### src/rtl/stopwatch_pkg.sv
// Shared types and helpers for the stopwatch time counter: run-state encoding,
// BCD digit type, per-digit limits and the packed MM:SS.cc time record.
package stopwatch_pkg;

  typedef enum logic [1:0] {
    IDLE     = 2'd0,
    RUNNING  = 2'd1,
    STOPPED  = 2'd2,
    OVERFLOW = 2'd3
  } sw_state_t;

  typedef logic [3:0] bcd_t;

  localparam bcd_t BCD_MAX_DEC  = 4'd9;
  localparam bcd_t BCD_MAX_SEXT = 4'd5;

  typedef struct packed {
    bcd_t m_tens;
    bcd_t m_ones;
    bcd_t s_tens;
    bcd_t s_ones;
    bcd_t cs_tens;
    bcd_t cs_ones;
  } sw_time_t;

  // Value a digit will hold after this edge, wrapping to zero past max.
  function automatic bcd_t bcd_next(bcd_t d, logic inc, bcd_t max);
    if (!inc)
      return d;
    else if (d == max)
      return 4'd0;
    else
      return d + 4'd1;
  endfunction

endpackage

### src/rtl/bcd_digit_counter.sv
// One BCD digit counting 0..MODMAX; carry is combinational so a whole chain of
// these advances in a single clock edge.
module bcd_digit_counter
  import stopwatch_pkg::*;
#(
  parameter bcd_t MODMAX = BCD_MAX_DEC
) (
  input  logic       clock,
  input  logic       reset,
  input  logic       clr,
  input  logic       inc,
  output logic [3:0] digit,
  output logic       carry
);

  always_ff @(posedge clock) begin
    if (reset || clr)
      digit <= 4'd0;
    else
      digit <= bcd_next(digit, inc, MODMAX);
  end

  assign carry = inc && (digit == MODMAX);

endmodule

### src/rtl/stopwatch_time_counter.sv
// Stopwatch run/stop/clear control and MM:SS.cc BCD accumulator.
// Optional lap-hold display is built when STOPWATCH_LAP_EN is defined.
module stopwatch_time_counter
  import stopwatch_pkg::*;
#(
  parameter int MIN_LIMIT = 99
) (
  input  logic       clock,
  input  logic       reset,
  input  logic       tick,
  input  logic       start_stop,
  input  logic       clear,
  input  logic       lap,
  output logic       run,
  output logic [3:0] cs_ones,
  output logic [3:0] cs_tens,
  output logic [3:0] s_ones,
  output logic [3:0] s_tens,
  output logic [3:0] m_ones,
  output logic [3:0] m_tens,
  output logic       overflow
);

  generate
    if (MIN_LIMIT < 1 || MIN_LIMIT > 99) begin : g_bad_min_limit
      $error("stopwatch_time_counter: MIN_LIMIT must be in 1..99");
    end
  endgenerate

  localparam bcd_t LIM_TENS = bcd_t'(MIN_LIMIT / 10);
  localparam bcd_t LIM_ONES = bcd_t'(MIN_LIMIT % 10);

  sw_state_t state, next_state;
  sw_time_t  live;
  logic      clr_digits;
  logic      count_en, at_max, inc_cs, ovf_hit;
  logic      c_cs_ones, c_cs_tens, c_s_ones, c_s_tens;
  bcd_t      m_ones_nxt, m_tens_nxt;
  logic      m_tens_inc;

  // ---------------------------------------------------------------------------
  // Control state machine
  // ---------------------------------------------------------------------------
  // NOTE: state registers use non-blocking assignment so every flop samples the
  // pre-edge values of its neighbours, independent of block ordering.
  always_ff @(posedge clock) begin
    if (reset)
      state <= IDLE;
    else
      state <= next_state;
  end

  // NOTE: every output of this block is defaulted first so no path leaves a
  // variable unassigned, which would otherwise infer a latch.
  always_comb begin
    next_state = state;
    clr_digits = 1'b0;
    unique case (state)
      IDLE:     if (start_stop) next_state = RUNNING;
      RUNNING: begin
        if (ovf_hit)
          next_state = OVERFLOW;
        else if (start_stop)
          next_state = STOPPED;
      end
      STOPPED: begin
        if (clear) begin
          next_state = IDLE;
          clr_digits = 1'b1;
        end else if (start_stop) begin
          next_state = RUNNING;
        end
      end
      OVERFLOW: begin
        if (clear) begin
          next_state = IDLE;
          clr_digits = 1'b1;
        end
      end
      default:  next_state = IDLE;
    endcase
  end

  assign run      = (state == RUNNING);
  assign overflow = (state == OVERFLOW);

  // ---------------------------------------------------------------------------
  // Time accumulator
  // ---------------------------------------------------------------------------
  // A tick at the top count saturates instead of wrapping, so the first digit
  // is never enabled there and the whole chain holds.
  assign at_max   = (live.m_tens == LIM_TENS) && (live.m_ones == LIM_ONES) &&
                    (live.s_tens == BCD_MAX_SEXT) && (live.s_ones == BCD_MAX_DEC) &&
                    (live.cs_tens == BCD_MAX_DEC) && (live.cs_ones == BCD_MAX_DEC);
  assign count_en = tick && (state == RUNNING);
  assign inc_cs   = count_en && !at_max;
  assign ovf_hit  = count_en && at_max;

  bcd_digit_counter #(.MODMAX(BCD_MAX_DEC)) u_cs_ones (
    .clock(clock), .reset(reset), .clr(clr_digits),
    .inc(inc_cs), .digit(live.cs_ones), .carry(c_cs_ones)
  );

  bcd_digit_counter #(.MODMAX(BCD_MAX_DEC)) u_cs_tens (
    .clock(clock), .reset(reset), .clr(clr_digits),
    .inc(c_cs_ones), .digit(live.cs_tens), .carry(c_cs_tens)
  );

  bcd_digit_counter #(.MODMAX(BCD_MAX_DEC)) u_s_ones (
    .clock(clock), .reset(reset), .clr(clr_digits),
    .inc(c_cs_tens), .digit(live.s_ones), .carry(c_s_ones)
  );

  bcd_digit_counter #(.MODMAX(BCD_MAX_SEXT)) u_s_tens (
    .clock(clock), .reset(reset), .clr(clr_digits),
    .inc(c_s_ones), .digit(live.s_tens), .carry(c_s_tens)
  );

  // Minutes live here because the limit compare spans both digits.
  assign m_tens_inc = c_s_tens && (live.m_ones == BCD_MAX_DEC);
  assign m_ones_nxt = bcd_next(live.m_ones, c_s_tens, BCD_MAX_DEC);
  assign m_tens_nxt = bcd_next(live.m_tens, m_tens_inc, BCD_MAX_DEC);

  always_ff @(posedge clock) begin
    if (reset || clr_digits) begin
      live.m_ones <= 4'd0;
      live.m_tens <= 4'd0;
    end else begin
      live.m_ones <= m_ones_nxt;
      live.m_tens <= m_tens_nxt;
    end
  end

  // ---------------------------------------------------------------------------
  // Display selection
  // ---------------------------------------------------------------------------
  sw_time_t shown;

`ifdef STOPWATCH_LAP_EN
  sw_time_t live_nxt;
  sw_time_t held_q;
  logic     hold_q;
  logic     release_hold;
  logic     lap_run;

  // Post-edge count, so a lap sampled with a tick captures that tick.
  always_comb begin
    live_nxt         = live;
    live_nxt.cs_ones = bcd_next(live.cs_ones, inc_cs,    BCD_MAX_DEC);
    live_nxt.cs_tens = bcd_next(live.cs_tens, c_cs_ones, BCD_MAX_DEC);
    live_nxt.s_ones  = bcd_next(live.s_ones,  c_cs_tens, BCD_MAX_DEC);
    live_nxt.s_tens  = bcd_next(live.s_tens,  c_s_ones,  BCD_MAX_SEXT);
    live_nxt.m_ones  = m_ones_nxt;
    live_nxt.m_tens  = m_tens_nxt;
  end

  assign lap_run      = lap && (state == RUNNING);
  assign release_hold = clr_digits || ((state == RUNNING) && (next_state != RUNNING));

  always_ff @(posedge clock) begin
    if (reset || release_hold)
      hold_q <= 1'b0;
    else if (lap_run)
      hold_q <= ~hold_q;
  end

  // NOTE: the held copy is deliberately not reset; it is only visible while
  // hold_q is set, and hold_q is always loaded together with it.
  always_ff @(posedge clock) begin
    if (lap_run && !hold_q)
      held_q <= live_nxt;
  end

  assign shown = hold_q ? held_q : live;
`else
  logic lap_unused;
  assign lap_unused = lap;
  assign shown      = live;
`endif

  assign cs_ones = shown.cs_ones;
  assign cs_tens = shown.cs_tens;
  assign s_ones  = shown.s_ones;
  assign s_tens  = shown.s_tens;
  assign m_ones  = shown.m_ones;
  assign m_tens  = shown.m_tens;

endmodule

### config.mk
export PLATFORM = sky130hd
export DESIGN_NAME = stopwatch_time_counter
export DESIGN_NICKNAME = d
export VERILOG_FILES = /design/src/rtl/stopwatch_pkg.sv /design/src/rtl/bcd_digit_counter.sv /design/src/rtl/stopwatch_time_counter.sv
export SDC_FILE = /design/constraint.sdc
export NUM_CORES = 1
export LEC_CHECK = 0
export ABC_AREA = 1
export CORE_AREA = 3 3 72 54
export DETAILED_ROUTE_END_ITERATION = 7
export DIE_AREA = 0 0 75 57
export PLACE_DENSITY = 0.83
export SLEW_MARGIN = 0
export SYNTH_ARGS = -nofsm -noshare
export SYNTH_HDL_FRONTEND = slang
export SYNTH_SLANG_ARGS = --single-unit
### constraint.sdc
create_clock -name clock -period 1.6 [get_ports clock]
set_clock_uncertainty 0.2 [all_clocks]
set_input_delay 0.16 -clock clock [delete_from_list [all_inputs] [get_ports clock]]
set_output_delay 0.16 -clock clock [all_outputs]
set_load 0.05 [all_outputs]
==> impl_metrics.yaml <==
timing:
  max_slew_margin: 0.810
  rsz0062_at_grt: "yes"
  hold_viol: 0
  worst_pin_slew_ns: 0.284
  fin_crit_ns: 2.06
  finalSetupViolCount: 26
  fin_tns_setup_ns: -5.62
  fin_crit_sh: 1.29
  fmax_mhz: 485
  layout_setup_ws_ns: -0.460
  maxSlewViolCount: 0
setup_path:
  cpPeakStageDelay_ns: 0.37
  slowest_stage: "dfxtp_4"
  path_class: "reg2reg"
  r2r_start: "u_cs_tens.digit[2]"
  path_max_fanout: 5
  start_kind: "flop"
  setup.worst_path.start: "u_cs_tens.digit[2]"
  cpLargestDelayFamily: "simple AND/OR/NAND/NOR gates"
  crit_top_cell: "buf_6"
  required_ns: 1.58
  arrival_ns: 2.04
  crit_buf_inv: 3
  cp_cell_sequence: "inv_4 > nand2_4 > nor3_4 > buf_6 > nand4_4 > buf_6 > nor2_4 > a21oi_1 > nor2_1"
  cp-end-kind: "flop"
layout:
  fin_nets: 309
  syn_to_final_growth_pct: 110
  drive_gt1_frac: 0.679
  n_antenna_cell: 0
  fill_cells: 87
  fin_util: 0.950
synthesis:
  netlist.area_leader.share: 0.362
  synth-edff-count: 0
  ys_types: 27
  synthCells: 210
  seq_area_frac_synth: 0.362
  synthFlopType: "dfxtp_1"
  synth.avg_cell_area_um2: 6.84
  synthArstFlopShare: 0
  syn-cell-area_um2: 1440
  ys_warn_count: 0
  ys_seq_elements: 26
  yosysMostFrequentCell: "nand2_1"
  yosys-top-cells-area: "dfxtp_1 36%, nand2_1 12%, inv_1 8.9%, a21oi_1 6.6%, nor2_1 6.3%"
  yosys-top-cells-count: "47 x nand2_1, 34 x inv_1, 26 x dfxtp_1"
  synth_top_cell_by_area: "dfxtp_1"
  synth_nets: 216
floorplan:
  die_w_um: 75
  ioPinCount: 32
  core_area_um2: 3170
  start_util: 0.453
  rows: 17
  die_h_um: 57
  die_area_um2: 4280
clocking:
  cts-htree-levels: 1
  cts_tree: "built"
  clk_latency_ns: 0.29
  cts_buffers: 3
  cts_num_sinks: 26
  clk_pin_slew_ns: 0.10
  cts_root_buf: "clkbuf_8"
  clockBufferDepth: 2
power:
  peakVddDrop_v: 0.000443
  powerDensity_nw_per_um2: 411
  power.static_leakage_nw: 1.23
detailed_routing:
  drt_iter0_markers: 252
  ant_nets: 0
  wirelength_mm: 8.20
  routed_via_density: 6.34
  wl_met1_mm: 2.89
  wl_met2_mm: 3.66
  wl_met3_um: 935
  route.detailed.drc: 0
  wl_per_cell_um: 24.1
  via_count: 2155
  drt-pass1-iter-count: 5
  highest_layer: "met4"
placed_design:
  place_hpwl_mm: 3.27
  numPortBuffers: 30
  gp_congestion: 0.826
global_routing:
  grt_pass1_vias: 2017
  grt_max_degree: 15
  grt_pass1_wl_mm: 10.6
  grtUsageTotal: 0.330
  globalRoute.totalOverflow: 0
  antenna_found_initial: 0
job:
  timing.max_cap.violations: 0
status:
  violations: "negative setup slack"
  status: "complete, but fails checks"
min_path:
  hold_path.class: "in2reg"
  worstHoldStart: "reset"
## report_power, final
group          switching [mW]  internal (mW)  leakage (nW)
Clock                   0.234          0.221        0.0288
Sequential            0.00383          0.614         0.229
Combinational           0.102         0.0619         0.969
## cells by family after synthesis
logic type | share of synthesized area
simple gates | 0.409
buf+inv | 0.0993
compound gates | 0.117
flops | 0.362
xor+xnor | 0.0122
## per-layer routing
metal  vias up  GRT usage
met5         -          0
met4         0      0.188
met3        85      0.100
met1       987      0.386
met2       219      0.531
li1        864          -
## final timing paths
kind | depth (start not counted) | slack, ns | end
max | 9 | -0.46 | u_s_ones.digit[1]
min | 2 | 0.30 | state[1]
max reg2reg | 9 | -0.46 | u_s_ones.digit[1]
min reg2reg | 2 | 0.33 | u_s_tens.digit[0]
## flip-flops by register name, summed over array words and instances, names as in the netlist
| signal | cells |
|---|---|
| u_cs_ones.digit | 4 |
| u_cs_tens.digit | 4 |
| state | 2 |
| m_ones | 4 |
| u_s_ones.digit | 4 |
| m_tens | 4 |
| u_s_tens.digit | 4 |
## what timing repair did
item,in CTS,in global routing
pin swaps,17,25
hold buffers,0,0
gates cloned,1,0
buffers inserted,11,4
resized for setup,51,41
endpoints found under the setup margin,26,27
## final cells by class
class,count,area [um2],share of cell area
Multi-Input combinational cell,147,1100,0.365
Timing Repair Buffer,89,1050,0.347
Sequential cell,26,609,0.202
Inverter,36,155,0.0515
Clock buffer,4,55.1,0.0183
Tap cell,38,47.5,0.0158
## per-stage QoR
step	hold slack (ns)	cell area (um2)	total power, mW	setup slack [ns]	instances
2_1_floorplan	0.0291	1570	0.696	-0.113	210
3_3_place_gp	0.285	2510	0.750	-0.180	321
3_5_place_dp	0.291	2510	0.755	-0.261	321
4_1_cts	0.249	2840	1.20	-0.122	336
5_1_grt	0.294	3010	1.26	-0.590	340
6_report	0.303	3010	1.24	-0.460	340
## cells in the final DEF, fill, tap and decap left out, types with 4 or more instances in the layout
cell type,netlist,layout
inv_4,0,6
nor2_1,24,12
nand3_2,1,9
dfxtp_4,0,23
o21ai_1,1,5
clkbuf_8,0,4
nand4_1,5,5
nor2_4,2,13
nand3_1,16,6
a21oi_1,19,8
inv_1,34,19
inv_2,2,10
nand2_2,1,15
buf_4,0,50
a21oi_2,0,11
nor2_2,3,5
clkdlybuf4s50_1,0,4
buf_6,0,8
nand2_1,47,29
buf_12,0,27
Power figures use the tool's default switching activity.
